## src/rtl/uart_rx_ctrl.sv

```systemverilog
// uart_rx_ctrl: UART receive controller. Synchronizes the serial line, qualifies start bits,
// samples bits on the baud strobe and hands bytes over through a one-entry holding register.
// Optional parity checking is compiled in with `define UART_RX_PARITY_EN.
module uart_rx_ctrl #(
  parameter int SYNC_STAGES = 2
) (
  input  logic       clk,
  input  logic       rst_n,
  input  logic       i_rx,
  input  logic       i_rx_strb,
  input  logic       i_parity_odd,
  input  logic       i_ready,
  output logic       o_rx_strb_en,
  output logic [7:0] o_data,
  output logic       o_valid,
  output logic       o_frame_err,
  output logic       o_parity_err,
  output logic       o_overrun,
  output logic       o_busy
);

  typedef enum logic [2:0] {
    ST_IDLE      = 3'd0,
    ST_START     = 3'd1,
    ST_DATA      = 3'd2,
`ifdef UART_RX_PARITY_EN
    ST_PARITY    = 3'd3,
`endif
    ST_STOP      = 3'd4,
    ST_WAIT_HIGH = 3'd5
  } state_t;

  state_t                 r_state;
  logic [SYNC_STAGES-1:0] r_sync;
  logic                   w_rx_s;
  logic [2:0]             r_bit_cnt;
  logic [7:0]             r_shift;
  logic                   r_strb_en;
  logic [7:0]             r_data;
  logic                   r_valid;
  logic                   r_frame_err;
  logic                   r_overrun;
  logic                   w_par_err;

`ifdef UART_RX_PARITY_EN
  logic r_par_err;
  logic r_parity_err;
  assign w_par_err    = r_par_err;
  assign o_parity_err = r_parity_err;
`else
  logic w_unused_parity_odd;
  assign w_unused_parity_odd = i_parity_odd;
  assign w_par_err           = 1'b0;
  assign o_parity_err        = 1'b0;
`endif

  // Line idles high, so the synchronizer resets to 1 to avoid a phantom start bit.
  always_ff @(posedge clk or negedge rst_n) begin
    if (!rst_n) begin
      r_sync <= '1;
    end else begin
      r_sync <= {r_sync[SYNC_STAGES-2:0], i_rx};
    end
  end

  assign w_rx_s = r_sync[SYNC_STAGES-1];

  always_ff @(posedge clk or negedge rst_n) begin
    if (!rst_n) begin
      r_state     <= ST_IDLE;
      r_bit_cnt   <= '0;
      r_shift     <= '0;
      r_strb_en   <= 1'b0;
      r_data      <= '0;
      r_valid     <= 1'b0;
      r_frame_err <= 1'b0;
      r_overrun   <= 1'b0;
`ifdef UART_RX_PARITY_EN
      r_par_err    <= 1'b0;
      r_parity_err <= 1'b0;
`endif
    end else begin
      // NOTE: non-blocking defaults here are overridden by later assignments in this
      // block, so pulses fall back to 0 and the handshake clear loses to a new load.
      r_frame_err <= 1'b0;
      r_overrun   <= 1'b0;
`ifdef UART_RX_PARITY_EN
      r_parity_err <= 1'b0;
`endif
      if (r_valid && i_ready) r_valid <= 1'b0;

      case (r_state)
        ST_IDLE: begin
          if (!w_rx_s) begin
            r_state   <= ST_START;
            r_strb_en <= 1'b1;
          end
        end

        ST_START: begin
          if (i_rx_strb) begin
            if (w_rx_s) begin
              r_state   <= ST_IDLE;
              r_strb_en <= 1'b0;
            end else begin
              r_state   <= ST_DATA;
              r_bit_cnt <= '0;
            end
          end
        end

        ST_DATA: begin
          if (i_rx_strb) begin
            r_shift[r_bit_cnt] <= w_rx_s;
            r_bit_cnt          <= r_bit_cnt + 3'd1;
            if (r_bit_cnt == 3'd7) begin
`ifdef UART_RX_PARITY_EN
              r_state <= ST_PARITY;
`else
              r_state <= ST_STOP;
`endif
            end
          end
        end

`ifdef UART_RX_PARITY_EN
        ST_PARITY: begin
          if (i_rx_strb) begin
            r_par_err <= ((^r_shift) ^ w_rx_s) != i_parity_odd;
            r_state   <= ST_STOP;
          end
        end
`endif

        ST_STOP: begin
          if (i_rx_strb) begin
            r_strb_en <= 1'b0;
            if (!w_rx_s) begin
              r_frame_err <= 1'b1;
              r_state     <= ST_WAIT_HIGH;
            end else if (w_par_err) begin
`ifdef UART_RX_PARITY_EN
              r_parity_err <= 1'b1;
`endif
              r_state <= ST_IDLE;
            end else begin
              // A read on this same edge frees the holding register for the new byte.
              if (!r_valid || i_ready) begin
                r_data  <= r_shift;
                r_valid <= 1'b1;
              end else begin
                r_overrun <= 1'b1;
              end
              r_state <= ST_IDLE;
            end
          end
        end

        ST_WAIT_HIGH: begin
          if (w_rx_s) r_state <= ST_IDLE;
        end

        default: r_state <= ST_IDLE;
      endcase
    end
  end

  assign o_rx_strb_en = r_strb_en;
  assign o_data       = r_data;
  assign o_valid      = r_valid;
  assign o_frame_err  = r_frame_err;
  assign o_overrun    = r_overrun;
  assign o_busy       = (r_state != ST_IDLE);

endmodule

```

## config.mk

```make
export PLATFORM = sky130hd
export DESIGN_NAME = uart_rx_ctrl
export DESIGN_NICKNAME = d
export VERILOG_FILES = /design/src/rtl/uart_rx_ctrl.sv
export SDC_FILE = /design/constraint.sdc
export NUM_CORES = 1
export LEC_CHECK = 0
export CAP_MARGIN = 20
export CORE_UTILIZATION = 40
export DETAILED_ROUTE_END_ITERATION = 10
export GPL_TIMING_DRIVEN = 0
export PLACE_DENSITY = 0.61
export RECOVER_POWER = 25
export SKIP_CTS_REPAIR_TIMING = 1
export SLEW_MARGIN = 25
export SYNTH_ARGS = -nofsm -noshare
export SYNTH_HDL_FRONTEND = slang
export SYNTH_SLANG_ARGS = --single-unit
export TNS_END_PERCENT = 30
```

## constraint.sdc

```tcl
create_clock -name clk -period 1.6 [get_ports clk]
set_input_delay 0.16 -clock clk [delete_from_list [all_inputs] [get_ports clk]]
set_output_delay 0.16 -clock clk [all_outputs]
set_load 0.005 [all_outputs]
```

# After elaboration in Yosys (flattened, before gate mapping)
# Index checks and enable logic that the tools add are counted.
[totals]
input_bits = 6
out_inout_bits = 14
wordCells = 71
register_bits = 28
[op_classes]
muxes = 33
reduce_logical = 13
n_eq_ne = 13
add_sub_neg = 1
magnitude_cmp = 2
[ops]
columns = ["op", "n"]
rows = [
  ["$mux W3", 10],
  ["$mux W1", 17],
  ["$ne A2 B2 Y1 const B", 8],
  ["$pmux W3 S5", 1],
  ["$eq A3 B3 Y1 const B", 3],
  ["$bwmux W8", 1],
  ["$reduce_and A4 Y1", 2],
  ["$pmux W3 S2", 1],
  ["$reduce_and A6 Y1", 1],
  ["$reduce_bool A3 Y1", 2],
  ["$reduce_and A5 Y1", 1],
  ["$lt A3 B4 Y1 const B", 1],
  ["$add A3 B1 Y3 const B", 1],
  ["$demux W1 S3", 1],
  ["$eq A3 B1 Y1 const B", 1],
  ["$eq A3 B2 Y1 const B", 1],
  ["$ge A3 B1 Y1 const B", 1],
  ["$logic_not A3 Y1", 1],
  ["$pmux W1 S3", 1],
  ["$logic_and A1 B1 Y1", 2],
  ["$mux W2", 1],
  ["$reduce_and A2 Y1", 1],
  ["$reduce_bool A2 Y1", 1],
  ["$logic_not A1 Y1", 1],
  ["$logic_or A1 B1 Y1", 1],
]

# Logic depth before layout (Yosys ltp)
[depth]
word_depth = 6
mapped_depth = 5

# Worst setup path before layout
# No wires, ideal clock.
[synth_timing]
kind = "reg2reg"
startpoint = "register r_state[2]"
endpoint = "register r_shift[1]"
slack_ns = 0.095
arrival_ns = 1.378
path_stages_with_launch = 6
setup_time_ns = 0.128
synth_period_minus_slack_ns = 1.505
t_required_ns = 1.472
path_cell_list = "dfrtp_1 -> buf_6 -> nand4bb_1 -> buf_4 -> nor4b_4 -> mux2_1"
[synth_between]
elab_chain_len = 2
[synth_rtl]
columns = ["element", "line_no", "text"]
rows = [
  ["from (decl)", "33", "state_t r_state;"],
  ["from (signal assigned)", "70", "r_state <= ST_IDLE;"],
  ["from (signal assigned)", "95", "r_state <= ST_START;"],
  ["from (signal assigned)", "103", "r_state <= ST_IDLE;"],
  ["$eq A3 B2 Y1", "92", "case (r_state)"],
  ["$reduce_and A2 Y1 (no line)", "--", ""],
  ["to (signal, indexed assignment)", "114", "r_shift[r_bit_cnt] <= w_rx_s;"],
  ["to (decl)", "37", "logic [7:0] r_shift;"],
]
# No other way between the ends.
# A chain may end at the register's enable or synchronous reset.

# Final worst setup path
# Same ends and word-level chain as after synthesis.

==> results.json <==
{
  "drc": 0,
  "rr_worst_depth": 5,
  "setup.worst_path.start_class": "flop",
  "yosysSeqAreaShare": 0.533,
  "drt_iter0_drc": 29,
  "peakVddDrop_uv": 661,
  "htree_levels": 1,
  "die_area_mm2": 0.00353,
  "p_clk_frac": 0.183,
  "antenna_found_initial": 0,
  "clk_pin_slew_ns": 0.14,
  "status": "finished clean",
  "p_seq_frac": 0.472,
  "drt-total-wl_mm": 2.23,
  "synth-edff-count": 0,
  "dr_total_vias": 880,
  "utilization": 0.520,
  "reg2reg_from": "r_state[2]",
  "clock_sinks": 28,
  "cts_buffers": 3,
  "hpwl_mm": 1.57,
  "layout_common_cells": "26 x dfrtp_1, 13 x mux2_2, 13 x clkdlybuf4s50_1, 6 x nor2_1, 5 x inv_1",
  "synth-seq-cells": 28,
  "io_pins": 20,
  "cp_slowest_stage_delay_ns": 0.40,
  "slew_headroom": 0.544,
  "hold_path_depth": 2,
  "fin_crit_ns": 1.59,
  "track_usage": 0.150,
  "die_y_um": 59.4,
  "path_cells": "buf_6, nand4bb_1, buf_6, nor4b_4, mux2_4",
  "grt_max_degree": 29,
  "swShare": 0.324,
  "drv_slew": 0,
  "viasPerCell": 5.09,
  "setup_viol": 0,
  "synth_area_mm2": 0.00132,
  "async_flop_share": 1.00,
  "cts_tree": "done",
  "clock_path_buffers": 2,
  "synth.avg_cell_area_um2": 12.2,
  "power_w": 0.00182,
  "p_per_area_mw_per_mm2": 1130,
  "fin_crit_sh": 0.996,
  "gp_congestion": 0.764,
  "core_mm2": 0.00310,
  "layout-drive-gt1-share": 0.271,
  "overflow": 0,
  "wl_per_cell_um": 12.9,
  "worst_slew_pin_slew_ns": 0.684,
  "p_int_w": 0.00123,
  "fmaxAchievable_mhz": 628,
  "synth_warnings": 0,
  "comb_power_share": 0.345,
  "whs_endpoint": "o_rx_strb_en",
  "rsz0062_at_grt": "yes",
  "grt_pass1_vias": 850,
  "power_leakage_nw": 0.720,
  "dr.pass1.iters": 4,
  "antennaDiodeCount": 0,
  "rows": 20,
  "end_kind": "flop",
  "drv_cap": 0,
  "fp.dieW_um": 59.4,
  "r2r_slack_ns": 0.007,
  "syn2layout_area_growth_pct": 22.3,
  "crit_type": "flop to flop",
  "worstPathArrival_ns": 1.82,
  "grt_first_pass_wirelength_mm": 3.88,
  "synth.distinct_cells": 37,
  "rr_endpoint": "r_shift[1]",
  "cp_common_cell": "buf_6",
  "nNetsFinal": 138,
  "root_buffer": "clkbuf_4",
  "synthCells": 108,
  "clock_skew_ns": 0.00290,
  "final_common_cell": "dfrtp_1",
  "hold_viol": 0,
  "hold_start": "i_rx_strb",
  "start_util": 0.425,
  "synthFlopType": "dfrtp_1",
  "cp_max_fo": 10,
  "p_switching_w": 0.000591,
  "hold_class": "primary input to flop",
  "slowest_stage": "dfrtp_1",
  "required_ns": 1.83,
  "ant_nets": 0,
  "clock_latency_ns": 0.32,
  "port_buffers": 16,
  "syn_nets": 116
}
==> sequential cells by signal, summed over array words and instances (netlist names) <==
signal        flops
o_frame_err       1
o_valid           1
o_overrun         1
r_state           3
o_data            8
r_sync            2
r_bit_cnt         3
o_rx_strb_en      1
r_shift           8
==> per-layer routing <==
| metal | track usage | wire length, µm |
|---|---|---|
| met4 | 0.0714 | 42 |
| met1 | 0.189 | 1060 |
| met3 | 0.0262 | 50 |
| met5 | 0 | 0 |
| met2 | 0.250 | 1080 |
==> power by group through the flow <==
stage / sequential (W) / clock, W / combinational (W)
floorplan: 0.000858 / 0 / 0.000416
global placement: 0.000868 / 0 / 0.000553
detailed placement: 0.000873 / 0 / 0.000572
CTS: 0.000858 / 0.000358 / 0.000574
global route: 0.000872 / 0.000385 / 0.000701
finish: 0.000860 / 0.000334 / 0.000628
==> how the worst max path moves through the flow <==
stage	start	endpoint	slack [ns]	depth (start not counted)
2_1_floorplan	r_state[2]	r_shift[1]	0.09	5
3_3_place_gp	rst_n	o_data[5]	-0.03	1
3_5_place_dp	r_state[2]	r_shift[4]	0.02	5
4_1_cts	r_state[1]	o_busy	-0.33	4
5_1_grt	r_state[2]	r_shift[1]	-0.04	5
6_report	r_state[2]	r_shift[1]	0.007	5
==> cells in the mapped netlist (2+ instances only) <==
| cell type | count | area [µm²] |
|---|---|---|
| o21ai_0 | 3 | 15.0 |
| and4bb_2 | 2 | 25.0 |
| nor4b_4 | 2 | 47.6 |
| a21oi_1 | 4 | 20.0 |
| nand2b_1 | 3 | 18.8 |
| dfrtp_1 | 26 | 651 |
| buf_4 | 2 | 15.0 |
| dfstp_2 | 2 | 52.6 |
| inv_1 | 5 | 18.8 |
| a31oi_1 | 2 | 12.5 |
| nand2_1 | 4 | 15.0 |
| nor2_1 | 6 | 22.5 |
| nor3_1 | 3 | 15.0 |
| clkbuf_1 | 4 | 15.0 |
| ha_1 | 2 | 25.0 |
| nand4bb_1 | 2 | 22.5 |
| mux2_2 | 14 | 158 |
| nand3_1 | 2 | 10.0 |
| nand4b_1 | 2 | 17.5 |
==> stage by stage <==
step / worst slack (ns) / instances / area (µm²) / hold WS (ns) / setup TNS [ns]
finish: 0.00672 / 173 / 1610 / 0.130 / 0
global route: -0.0410 / 173 / 1610 / 0.117 / -0.103
CTS: -0.326 / 172 / 1570 / -0.174 / -0.340
detailed placement: 0.0169 / 168 / 1530 / 0.206 / 0
global placement: -0.0295 / 168 / 1540 / 0.348 / -0.746
floorplan: 0.0945 / 108 / 1320 / -0.136 / 0
==> logic make-up after synthesis <==
kind of cell,share of synthesized area
muxes,0.136
and+or+nand+nor,0.188
buffers and inverters,0.0559
other,0.00284
adders and majority gates,0.0190
DFF,0.533
AOI/OAI and AO/OA,0.0664
==> worst max-delay path: cells and delay by family, from the launching register on <==
family	cells	cell delay, ns
mux	1	0.32
simple gates	2	0.47
flops	1	0.40
buf+inv	2	0.31
==> area by class of cell <==
| cell class | instances | area [µm²] |
|---|---|---|
| multi-input combinational | 65 | 567 |
| inverter | 5 | 18.8 |
| buffer | 10 | 66.3 |
| timing repair buffer | 17 | 168 |
| tap | 44 | 55.1 |
| sequential | 28 | 703 |
| clock buffer | 4 | 36.3 |
| fill | 301 | 1490 |
No activity file was read; power rests on OpenSTA's default activity.
